### src/rtl/bht_ctrl.sv
// Branch history table controller: owns the table write port, walks the table
// clear after reset/flush, serialises EX updates and keeps prediction statistics.
module bht_ctrl #(
    parameter int IDX_W = 7,
    parameter int DEPTH = 128,
    parameter int CNT_W = 16
) (
    input  logic             clk,
    input  logic             rst,
    input  logic             flush_req,
    input  logic             stat_clr,
    input  logic             upd_valid,
    input  logic [IDX_W-1:0] upd_pc,
    input  logic             upd_taken,
    input  logic             upd_pred,
    output logic [IDX_W-1:0] tbl_raddr,
    input  logic [1:0]       tbl_rdata,
    output logic             tbl_we,
    output logic [IDX_W-1:0] tbl_waddr,
    output logic [1:0]       tbl_wdata,
    output logic             ready,
    output logic [CNT_W-1:0] correct_count,
    output logic [CNT_W-1:0] wrong_count
);

    typedef enum logic [1:0] {
        CLEAR = 2'd0,
        RUN   = 2'd1,
        FLUSH = 2'd2
    } state_t;

    state_t           state, state_nxt;
    logic [IDX_W-1:0] ptr, ptr_nxt;
    logic             we_nxt;
    logic [IDX_W-1:0] waddr_nxt;
    logic [1:0]       wdata_nxt;
    logic             ready_nxt;
    logic [CNT_W-1:0] correct_nxt, wrong_nxt;
    logic [1:0]       cur;
    logic             accept;

    function automatic logic [1:0] ctr_next(input logic [1:0] c, input logic taken);
        logic [1:0] n;
        case (c)
            2'b00:        n = taken ? 2'b01 : 2'b00;
            2'b01, 2'b10: n = taken ? 2'b11 : 2'b00;
            default:      n = taken ? 2'b11 : 2'b10;
        endcase
        return n;
    endfunction

    assign tbl_raddr = upd_pc;

    // The registered write has not reached the array yet, so it shadows the read.
    assign cur    = (tbl_we && (tbl_waddr == upd_pc)) ? tbl_wdata : tbl_rdata;
    assign accept = (state == RUN) && upd_valid && !flush_req;

    always_comb begin
        state_nxt = state;
        ptr_nxt   = ptr;
        we_nxt    = 1'b0;
        waddr_nxt = tbl_waddr;
        wdata_nxt = tbl_wdata;
        ready_nxt = ready;
        case (state)
            CLEAR, FLUSH: begin
                if (flush_req) begin
                    state_nxt = FLUSH;
                    ptr_nxt   = '0;
                    ready_nxt = 1'b0;
                end else begin
                    we_nxt    = 1'b1;
                    waddr_nxt = ptr;
                    wdata_nxt = 2'b00;
                    ptr_nxt   = ptr + 1'b1;
                    if (ptr == IDX_W'(DEPTH - 1)) begin
                        state_nxt = RUN;
                        ready_nxt = 1'b1;
                    end
                end
            end
            RUN: begin
                if (flush_req) begin
                    state_nxt = FLUSH;
                    ptr_nxt   = '0;
                    ready_nxt = 1'b0;
                end else if (upd_valid) begin
                    we_nxt    = 1'b1;
                    waddr_nxt = upd_pc;
                    wdata_nxt = ctr_next(cur, upd_taken);
                end
            end
            default: begin
                state_nxt = CLEAR;
                ptr_nxt   = '0;
                ready_nxt = 1'b0;
            end
        endcase
    end

    // Saturating statistics; a clear wins over a same-cycle increment.
    always_comb begin
        correct_nxt = correct_count;
        wrong_nxt   = wrong_count;
        if (stat_clr) begin
            correct_nxt = '0;
            wrong_nxt   = '0;
        end else if (accept) begin
            if (upd_taken == upd_pred) begin
                if (correct_count != {CNT_W{1'b1}})
                    correct_nxt = correct_count + CNT_W'(1);
            end else begin
                if (wrong_count != {CNT_W{1'b1}})
                    wrong_nxt = wrong_count + CNT_W'(1);
            end
        end
    end

    always_ff @(posedge clk or posedge rst) begin
        if (rst) begin
            state         <= CLEAR;
            ptr           <= '0;
            tbl_we        <= 1'b0;
            tbl_waddr     <= '0;
            tbl_wdata     <= 2'b00;
            ready         <= 1'b0;
            correct_count <= '0;
            wrong_count   <= '0;
        end else begin
            state         <= state_nxt;
            ptr           <= ptr_nxt;
            tbl_we        <= we_nxt;
            tbl_waddr     <= waddr_nxt;
            tbl_wdata     <= wdata_nxt;
            ready         <= ready_nxt;
            correct_count <= correct_nxt;
            wrong_count   <= wrong_nxt;
        end
    end

endmodule

### config.mk
export PLATFORM = sky130hd
export DESIGN_NAME = bht_ctrl
export DESIGN_NICKNAME = d
export VERILOG_FILES = /design/src/rtl/bht_ctrl.sv
export SDC_FILE = /design/constraint.sdc
export NUM_CORES = 1
export LEC_CHECK = 0
export CORE_MARGIN = 3
export CORE_UTILIZATION = 30
export DETAILED_ROUTE_END_ITERATION = 10
export HOLD_SLACK_MARGIN = 0.12
export SETUP_SLACK_MARGIN = 0.5
export SLEW_MARGIN = 20
export SYNTH_ARGS = -nofsm -noshare
export SYNTH_HDL_FRONTEND = slang
export SYNTH_SLANG_ARGS = --single-unit
### constraint.sdc
create_clock -name clk -period 2.1 [get_ports clk]
set_input_delay 0.21 -clock clk [delete_from_list [all_inputs] [get_ports clk]]
set_output_delay 0.21 -clock clk [all_outputs]
set_load 0.005 [all_outputs]
==> impl_metrics.json, run 1 <==
{
  "synth_seq_cells": 52,
  "cts_tree": "built",
  "power_density_mw_per_mm2": 435,
  "finClkSkew_ps": 7.84,
  "num_vias": 2921,
  "clockBufferDepth": 2,
  "p_sw_w": 0.000478,
  "cts_max_level": 2,
  "io_pins": 66,
  "clkTransAtPathRegs_ps": 100,
  "cts_made_buffers": 5,
  "port_buffers": 65,
  "drt-initial-drc-count": 112,
  "drc": 0,
  "finalWeightedCongestion": 0.775,
  "core_area_mm2": 0.00946,
  "grt_use_total_pct": 14.8,
  "rows": 35,
  "finalSetupViolCount": 0,
  "comb_power_share_pct": 11.6,
  "status": "complete, no violations",
  "fmax_mhz": 565,
  "firstDrtPassIters": 4,
  "die_h_um": 106,
  "antennaDiodeCount": 0,
  "p_sw_share_pct": 23.8,
  "cp.required_ps": 2340,
  "die_w_um": 106,
  "syn_inst": 323,
  "cp.depth": 5,
  "yosysUniqueCellTypes": 41,
  "yosysWarningCount": 0,
  "post-route-period-util_pct": 84.3,
  "clockPowerShare_pct": 36.9,
  "slew_violations": 0,
  "cpLargestDelayFamily": "simple AND/OR/NAND/NOR gates",
  "syn_area_mm2": 0.00298,
  "dieArea_mm2": 0.0112,
  "wl_um": 8500,
  "synth_area_leader_cell": "dfrtp_1",
  "ant_nets": 0,
  "cp_cell_sequence": "and4_2 > o211ai_1 > buf_4 > or4_4 > a21oi_2",
  "overflow": 0,
  "dp_hpwl_um": 5490,
  "reg2reg_setup_slack_ps": 330,
  "wl_per_cell_um": 15.3,
  "num-fill-cells": 897,
  "cp_slowest_cell": "dfrtp_2",
  "ys_top_cells_by_area": "dfrtp_1, a21oi_1, o31ai_1",
  "p_int_w": 0.00153,
  "drive_above_1_share_pct": 30.6,
  "critPathMaxFanout": 7,
  "cp.arrival_ps": 2010,
  "rsz0062_at_grt": "yes",
  "synth_fp_nets": 343,
  "cts_hold_buf": 0,
  "cp-start-kind": "flip-flop",
  "antenna_found_initial": 0,
  "ys_seq_area_share_pct": 43.6,
  "layout.nets": 444,
  "hold_violations": 0,
  "critPathKind": "flip-flop to flip-flop",
  "numClockSinks": 52,
  "period_minus_slack_ps": 1770,
  "clk_latency_ps": 300,
  "peakVddDrop_mv": 0.320,
  "finalSetupTns_ps": 0,
  "grt_pass1_vias": 2777,
  "cpPeakStageDelay_ps": 440,
  "grt_pass1_wl_um": 13900,
  "r2r_cells": 5,
  "syn_avg_cell_area_um2": 9.23,
  "leakagePower_nw": 1.77,
  "min_path_type": "primary input to asynchronous set/reset pin",
  "worstMarginPinSlew_ps": 581,
  "initial_core_util_pct": 31.5,
  "grt_max_degree": 53,
  "p_total_w": 0.00201,
  "area_growth_pct": 54.9,
  "crit_buf_inv": 1,
  "root_buffer": "clkbuf_8",
  "sequentialPowerShare_pct": 51.5,
  "relSlewSlack_pct": 61.1,
  "worstSetupEndpointType": "flip-flop",
  "netlist.area_leader.share_pct": 43.6,
  "via_per_inst": 5.27,
  "cap_violations": 0
}
cell usage after synthesis:
cell type  number
dfrtp_1        52
a21oi_1        46
nor2_1         27
nand2_1        17
o31ai_1        16
or4_1          16
o21ai_0        15
nand4_1        11
nand3_1        10
clkbuf_1        9
inv_1           9
buf_4           8
mux2i_1         8
or3_1           8
xnor2_1         8
and4_1          6
nor2b_1         5
and3_1          4
ha_1            4
nor3_1          4
nor4_1          4
a311oi_1        3
and2_1          3
buf_2           3
mux2_2          3
nand2b_1        3
nand3b_1        3
a31oi_1         2
mux2_1          2
nand4_2         2
o41ai_1         2
a211oi_1        1
and4bb_1        1
and4bb_2        1
nand2_2         1
nor3b_1         1
nor4b_4         1
o211ai_1        1
o21ba_2         1
or4b_1          1
xor2_1          1
kinds of logic (layout without fill, tap and decap cells):
family | count (synthesis) | count (layout) | share of synthesized area (%)
simple gates | 129 | 131 | 25.7
flops | 52 | 52 | 43.6
mux | 13 | 13 | 4.57
buf+inv | 29 | 129 | 4.78
xor+xnor | 9 | 9 | 2.64
compound gates | 87 | 87 | 17.0
fa+ha+maj | 4 | 4 | 1.68
power groups by stage:
| stage | clock network [W] | registers, W | logic [W] |
|---|---|---|---|
| final | 0.000741 | 0.00103 | 0.000232 |
| after global routing | 0.000804 | 0.00104 | 0.000256 |
| after CTS | 0.000763 | 0.00104 | 0.000220 |
| after detailed placement | 0 | 0.00106 | 0.000202 |
| after global placement | 0 | 0.00106 | 0.000200 |
| after floorplan | 0 | 0.00105 | 0.0000961 |
registers in the layout, summed over array words and instances (netlist names):
register,flops
tbl_wdata,2
tbl_waddr,7
wrong_count,16
tbl_we,1
correct_count,16
ready,1
ptr,7
state,2
per-stage QoR:
stage               area [um^2]  hold WS, ps  utilization [%]  instances  setup WS [ps]
floorplan                  3070          349                -        323            363
global placement           3910          535             41.3        512           -114
detailed placement         3910          546             41.3        512           -118
CTS                        4260          283             45.1        539            359
global route               4620          291             48.8        554            163
finish                     4620          271             48.8        554            329
cells in the final DEF (no fill, tap or decap), drive strengths merged, types with 3 or more instances in the layout:
cell type       n
a21oi          46
a311oi          3
and2            3
and3            4
and4            6
and4bb          3
buf            47
clkbuf          6
clkdlybuf4s50  60
dfrtp          52
dlymetal6s2s    5
ha              4
inv             9
mux2            5
mux2i           8
nand2          19
nand2b          3
nand3          10
nand3b          3
nand4          13
nor2           27
nor2b           5
nor3            4
nor4            4
o21ai          15
o31ai          16
or3             8
or4            16
xnor2           8
what timing repair did:
action | in CTS | in global routing
buffers inserted | 19 | 13
endpoints found under the setup margin | 33 | 42
resized for setup | 17 | 62
cloned | 0 | 2
pin swaps | 17 | 25
worst register-to-register path, delay by kind of cell, from the launching register on:
family	cells	cell delay, ps
compound gates	2	350
flops	1	440
buf+inv	1	210
simple gates	2	710
final timing paths:
check,start,end
hold reg to reg,wrong_count[2],wrong_count[2]
hold / removal,rst,tbl_waddr[2]
setup / recovery,wrong_count[4],wrong_count[10]
min in group clk,upd_taken,tbl_wdata[0]
setup reg to reg,wrong_count[4],wrong_count[10]
max in group asynchronous,rst,wrong_count[8]
layer usage:
layer | GRT usage [%] | part of all wire [%] | vias up
met5 | 0 | 0 | -
li1 | - | - | 1421
met2 | 24.7 | 51 | 58
met3 | 2.27 | 2.7 | 2
met4 | 3.33 | 0.56 | 0
met1 | 20.2 | 46 | 1440
layout make-up:
class                      count  area (um^2)  share of cell area (%)
clock buffer                   6         82.6                    1.79
timing repair buffer         112         1070                    23.1
clock inverter                 2         38.8                   0.840
multi-input combinational    244         1920                    41.6
sequential                    52         1310                    28.4
inverter                       9         33.8                   0.731
tap                          129          161                    3.49
Power figures use the tool's default switching activity.
==> inputs of run 2 (changes only) <==
==> constraint.sdc (replaced) <==
create_clock -name clk -period 1.5 [get_ports clk]
set_input_delay 0.15 -clock clk [delete_from_list [all_inputs] [get_ports clk]]
set_output_delay 0.15 -clock clk [all_outputs]
set_load 0.005 [all_outputs]
==> impl_metrics.json, run 2 (synthesis results as in run 1) <==
{
  "overflow": 0,
  "via_per_inst": 5.25,
  "die_h_um": 106,
  "fin_ws_ps": -310,
  "drt-initial-drc-count": 126,
  "top_regs": "correct_count (16), wrong_count (16)",
  "worstMarginPinSlew_ps": 481,
  "layout.nets": 561,
  "drive_above_1_share_pct": 61.1,
  "num_vias": 3520,
  "critPathKind": "primary input to flip-flop",
  "comb_power_share_pct": 14.7,
  "grt_pass1_vias": 3376,
  "firstDrtPassIters": 4,
  "status": "finished, violations left",
  "cp.required_ps": 1690,
  "fmax_mhz": 552,
  "cts_max_level": 2,
  "slew_violations": 0,
  "rsz0062_at_grt": "yes",
  "min_path_type": "primary input to asynchronous set/reset pin",
  "cap_violations": 0,
  "period_minus_slack_ps": 1810,
  "cts_made_buffers": 5,
  "finClkSkew_ps": 11.5,
  "wl_per_cell_um": 16.5,
  "p_int_w": 0.00215,
  "relSlewSlack_pct": 67.8,
  "area_growth_pct": 107,
  "p_sw_w": 0.000712,
  "numClockSinks": 52,
  "violations": "setup timing",
  "cp-start-kind": "primary input",
  "initial_core_util_pct": 31.5,
  "finalSetupTns_ps": -7320,
  "dieArea_mm2": 0.0112,
  "final_cell_mix": "buf_6, buf_4, dfrtp_1, a21oi_2, nor2_1",
  "finalWeightedCongestion": 0.842,
  "rows": 35,
  "worstSetupEndpointType": "flip-flop",
  "cts_tree": "built",
  "num-fill-cells": 694,
  "antennaDiodeCount": 0,
  "ant_nets": 0,
  "dp_hpwl_um": 6180,
  "clkTransAtPathRegs_ps": 100,
  "finalSetupViolCount": 32,
  "clockPowerShare_pct": 34.6,
  "hold_violations": 0,
  "multi_input_area_mm2": 0.00218,
  "antenna_found_initial": 0,
  "register_area_mm2": 0.00131,
  "grt_use_total_pct": 17.2,
  "leakagePower_nw": 2.63,
  "clk_latency_ps": 300,
  "p_sw_share_pct": 24.9,
  "die_w_um": 106,
  "cp.arrival_ps": 2000,
  "pre_cts_ws_ps": -493,
  "sequentialPowerShare_pct": 50.7,
  "grt_pass1_wl_um": 16100,
  "cts_hold_buf": 0,
  "drc": 0,
  "power_density_mw_per_mm2": 464,
  "stdcell_count": 671,
  "root_buffer": "clkbuf_8",
  "port_buffers": 65,
  "core_area_mm2": 0.00946,
  "grt_max_degree": 53,
  "post-route-period-util_pct": 121,
  "layout_commonest_cell": "buf_6",
  "peakVddDrop_mv": 0.360,
  "wl_um": 11100,
  "io_pins": 66,
  "clockBufferDepth": 2,
  "place_inst": 591,
  "critPathMaxFanout": 6
}
## run 2: path summary, 6_finish.rpt
check                                    end  depth (start not counted)  slack, ps         start
max in group asynchronous   correct_count[8]                          3        980           rst
hold / removal                wrong_count[5]                          3        230           rst
setup / recovery             wrong_count[15]                          7       -310     upd_taken
min in group clk                tbl_waddr[2]                          4        360     upd_pc[2]
setup reg to reg           correct_count[14]                          6       -300      state[1]
hold reg to reg                 tbl_wdata[1]                          2        570  tbl_wdata[1]
## run 2: power by group through the flow
stage	registers, W	clock network, W	logic (W)
6_report	0.00145	0.000991	0.000420
3_5_place_dp	0.00147	0	0.000351
5_1_grt	0.00145	0.00106	0.000454
2_1_floorplan	0.00148	0	0.000141
3_3_place_gp	0.00147	0	0.000346
4_1_cts	0.00144	0.00100	0.000366
## run 2: repair_timing
action | in CTS | in global routing
pin swaps | 27 | 32
gates cloned | 2 | 1
buffers inserted | 51 | 18
hold endpoints to repair | 0 | 0
gates resized for setup | 319 | 103
setup endpoints to repair | 101 | 95
## run 2: metrics by stage
step | hold slack (ps) | instance area (um^2) | util [%] | power, W
floorplan | 205 | 3160 | - | 0.00162
global placement | 533 | 4590 | 48.5 | 0.00181
detailed placement | 535 | 4590 | 48.5 | 0.00182
CTS | 264 | 5560 | 58.7 | 0.00281
global route | 273 | 6170 | 65.2 | 0.00297
finish | 232 | 6170 | 65.2 | 0.00286
## run 2: layout make-up
cell class | instances | area share, %
clock inverter | 3 | 0.690
multi-input combinational | 243 | 35.4
sequential | 52 | 21.2
clock buffer | 5 | 1.12
tap | 129 | 2.62
inverter | 9 | 0.690
timing repair buffer | 230 | 38.3
## run 2: layer usage
layer  global-route usage [%]  part of all wire [%]  vias to the layer above
met5                        0                     0                        -
met4                     4.53                   2.0                        0
met3                     2.20                   4.9                       21
met2                     30.2                    53                      113
met1                     22.4                    40                     1737
li1                         -                     -                     1649
## run 2: worst max-delay path, stage by stage
cell and delay (ps):
clkdlybuf4s50_1 610, xor2_1 200, buf_4 230, nand4_4 170, buf_4 190, o41ai_4 350
a21oi_2 90
==> inputs of run 3 (changes only) <==
--- a/config.mk
+++ b/config.mk
@@ -5,6 +5,7 @@
 export SDC_FILE = /design/constraint.sdc
 export NUM_CORES = 1
 export LEC_CHECK = 0
+export ABC_CLOCK_PERIOD_IN_PS = 1500
 export CORE_MARGIN = 3
 export CORE_UTILIZATION = 30
 export DETAILED_ROUTE_END_ITERATION = 10
==> constraint.sdc (replaced) <==
create_clock -name clk -period 1.5 [get_ports clk]
set_input_delay 0.3 -clock clk [delete_from_list [all_inputs] [get_ports clk]]
set_output_delay 0.3 -clock clk [all_outputs]
set_load 0.005 [all_outputs]
==> impl_metrics.json, run 3 (synthesis results as in run 1) <==
{
  "reg2reg_setup_slack_ps": -330,
  "clockBufferDepth": 2,
  "p_int_w": 0.00215,
  "finalWeightedCongestion": 0.825,
  "layout.nets": 564,
  "grt_use_total_pct": 18.4,
  "worst_r2r_endpoint": "wrong_count[14]",
  "io_pins": 66,
  "critPathKind": "flip-flop to flip-flop",
  "area_growth_pct": 99.0,
  "worstMarginPinSlew_ps": 425,
  "period_minus_slack_ps": 1830,
  "leakagePower_nw": 2.58,
  "cp-start-kind": "flip-flop",
  "comb_power_share_pct": 14.4,
  "min_path_type": "primary input to asynchronous set/reset pin",
  "power_density_mw_per_mm2": 482,
  "antennaDiodeCount": 0,
  "crit_start": "wrong_count[7]",
  "antenna_found_initial": 0,
  "r2r_cells": 5,
  "finalSetupViolCount": 34,
  "die_h_um": 106,
  "violations": "setup timing",
  "num_vias": 3449,
  "sequentialPowerShare_pct": 50.8,
  "grt_max_degree": 28,
  "clk_latency_ps": 310,
  "slew_violations": 0,
  "fmax_mhz": 548,
  "numClockSinks": 52,
  "peakVddDrop_mv": 0.342,
  "fin_util_pct": 62.7,
  "cp.required_ps": 1700,
  "status": "finished, violations left",
  "cp.arrival_ps": 2020,
  "cts_made_buffers": 5,
  "die_w_um": 106,
  "final_cell_mix": "buf_6, buf_4, dfrtp_1, a21oi_1, nor2_1",
  "critPathMaxFanout": 4,
  "cts_tree": "built",
  "r2r-start": "wrong_count[7]",
  "root_buffer": "clkbuf_8",
  "finClkSkew_ps": 9.38,
  "dieArea_mm2": 0.0112,
  "initial_core_util_pct": 31.5,
  "hold_violations": 0,
  "grt_pass1_wl_um": 17100,
  "port_buffers": 65,
  "p_total_w": 0.00286,
  "clkTransAtPathRegs_ps": 100,
  "top_regs": "correct_count (16), wrong_count (16)",
  "grt_pass1_vias": 3590,
  "fin_ws_ps": -325,
  "drc": 0,
  "via_per_inst": 5.12,
  "cap_violations": 0,
  "overflow": 0,
  "core_area_mm2": 0.00946,
  "drt-initial-drc-count": 101,
  "worstSetupEndpointType": "flip-flop",
  "dp_hpwl_um": 6410,
  "cts_max_level": 2,
  "rows": 35,
  "p_sw_w": 0.000705,
  "relSlewSlack_pct": 71.5,
  "layout_commonest_cell": "buf_6",
  "firstDrtPassIters": 4,
  "num-fill-cells": 761,
  "post-route-period-util_pct": 122,
  "clockPowerShare_pct": 34.9,
  "drive_above_1_share_pct": 58.0,
  "wl_um": 10700,
  "wl_per_cell_um": 15.9,
  "p_sw_share_pct": 24.6,
  "ant_nets": 0,
  "rsz0062_at_grt": "yes",
  "cts_hold_buf": 0
}
-- run 3: cell count changes in the layout (fill, tap and decap cells not counted), moves of 8 or more --
| cell | previous run | this run |
|---|---|---|
| a21oi_1 | 19 | 27 |
| a21oi_2 | 26 | 16 |
| buf_2 | 5 | 18 |
| buf_4 | 76 | 85 |
| dlygate4sd2_1 | 12 | 4 |
| or4_1 | 2 | 10 |
| or4_4 | 14 | 6 |
-- run 3: power by group through the flow --
stage | clock, W | sequential (W) | combinational [W]
after global routing | 0.00108 | 0.00146 | 0.000448
after global placement | 0 | 0.00147 | 0.000352
final | 0.000997 | 0.00145 | 0.000411
after CTS | 0.00102 | 0.00145 | 0.000385
after floorplan | 0 | 0.00148 | 0.000141
after detailed placement | 0 | 0.00147 | 0.000361
-- run 3: what timing repair did --
| action | in CTS | in global routing |
|---|---|---|
| pin swaps | 29 | 18 |
| endpoints found under the hold margin | 0 | 0 |
| setup buffers | 52 | 16 |
| gates cloned | 3 | 0 |
| endpoints found under the setup margin | 101 | 95 |
| resized for setup | 351 | 64 |
-- run 3: per-layer routing --
metal  part of all wire (%)  GRT usage [%]  routed length, um
met1                     43           23.1               4620
met2                     52           32.9               5620
met3                    3.4           2.88                368
met4                    1.0           4.26                110
met5                      0              0                  0
-- run 3: how the worst max path moves through the flow --
stage                              to  slack, ps  cells past startpoint
floorplan              wrong_count[3]       -240                      6
global placement      wrong_count[14]       -600                      6
detailed placement  correct_count[10]       -620                      6
CTS                   wrong_count[12]       -260                      5
global route          wrong_count[14]       -400                      5
finish                wrong_count[14]       -330                      5
-- run 3: stage by stage --
| step | worst slack, ps | area [um^2] | TNS, ps | hold WS [ps] | std cells |
|---|---|---|---|---|---|
| finish | -325 | 5930 | -6310 | 294 | 674 |
| global route | -404 | 5930 | -8880 | 308 | 674 |
| CTS | -260 | 5560 | -5780 | 304 | 658 |
| detailed placement | -621 | 4620 | -17910 | 538 | 595 |
| global placement | -602 | 4620 | -17020 | 532 | 595 |
| floorplan | -237 | 3160 | -2960 | 355 | 323 |
-- run 3: final cells by class --
cell class	instances	area (um^2)	share of cell area, %
flip-flops and latches	52	1310	22.0
inverters	9	42.5	0.717
clock buffers	6	72.6	1.22
repair buffers	233	2290	38.5
well taps	129	161	2.72
clock inverters	2	38.8	0.654
multi-input cells	243	2030	34.1
-- run 3: critical path, cell delays in order, from the launching register on --
cell and delay, ps:
dfrtp_1 400, and4_1 330, o211ai_1 230, buf_4 210, nor4_4 220, mux2_4 320
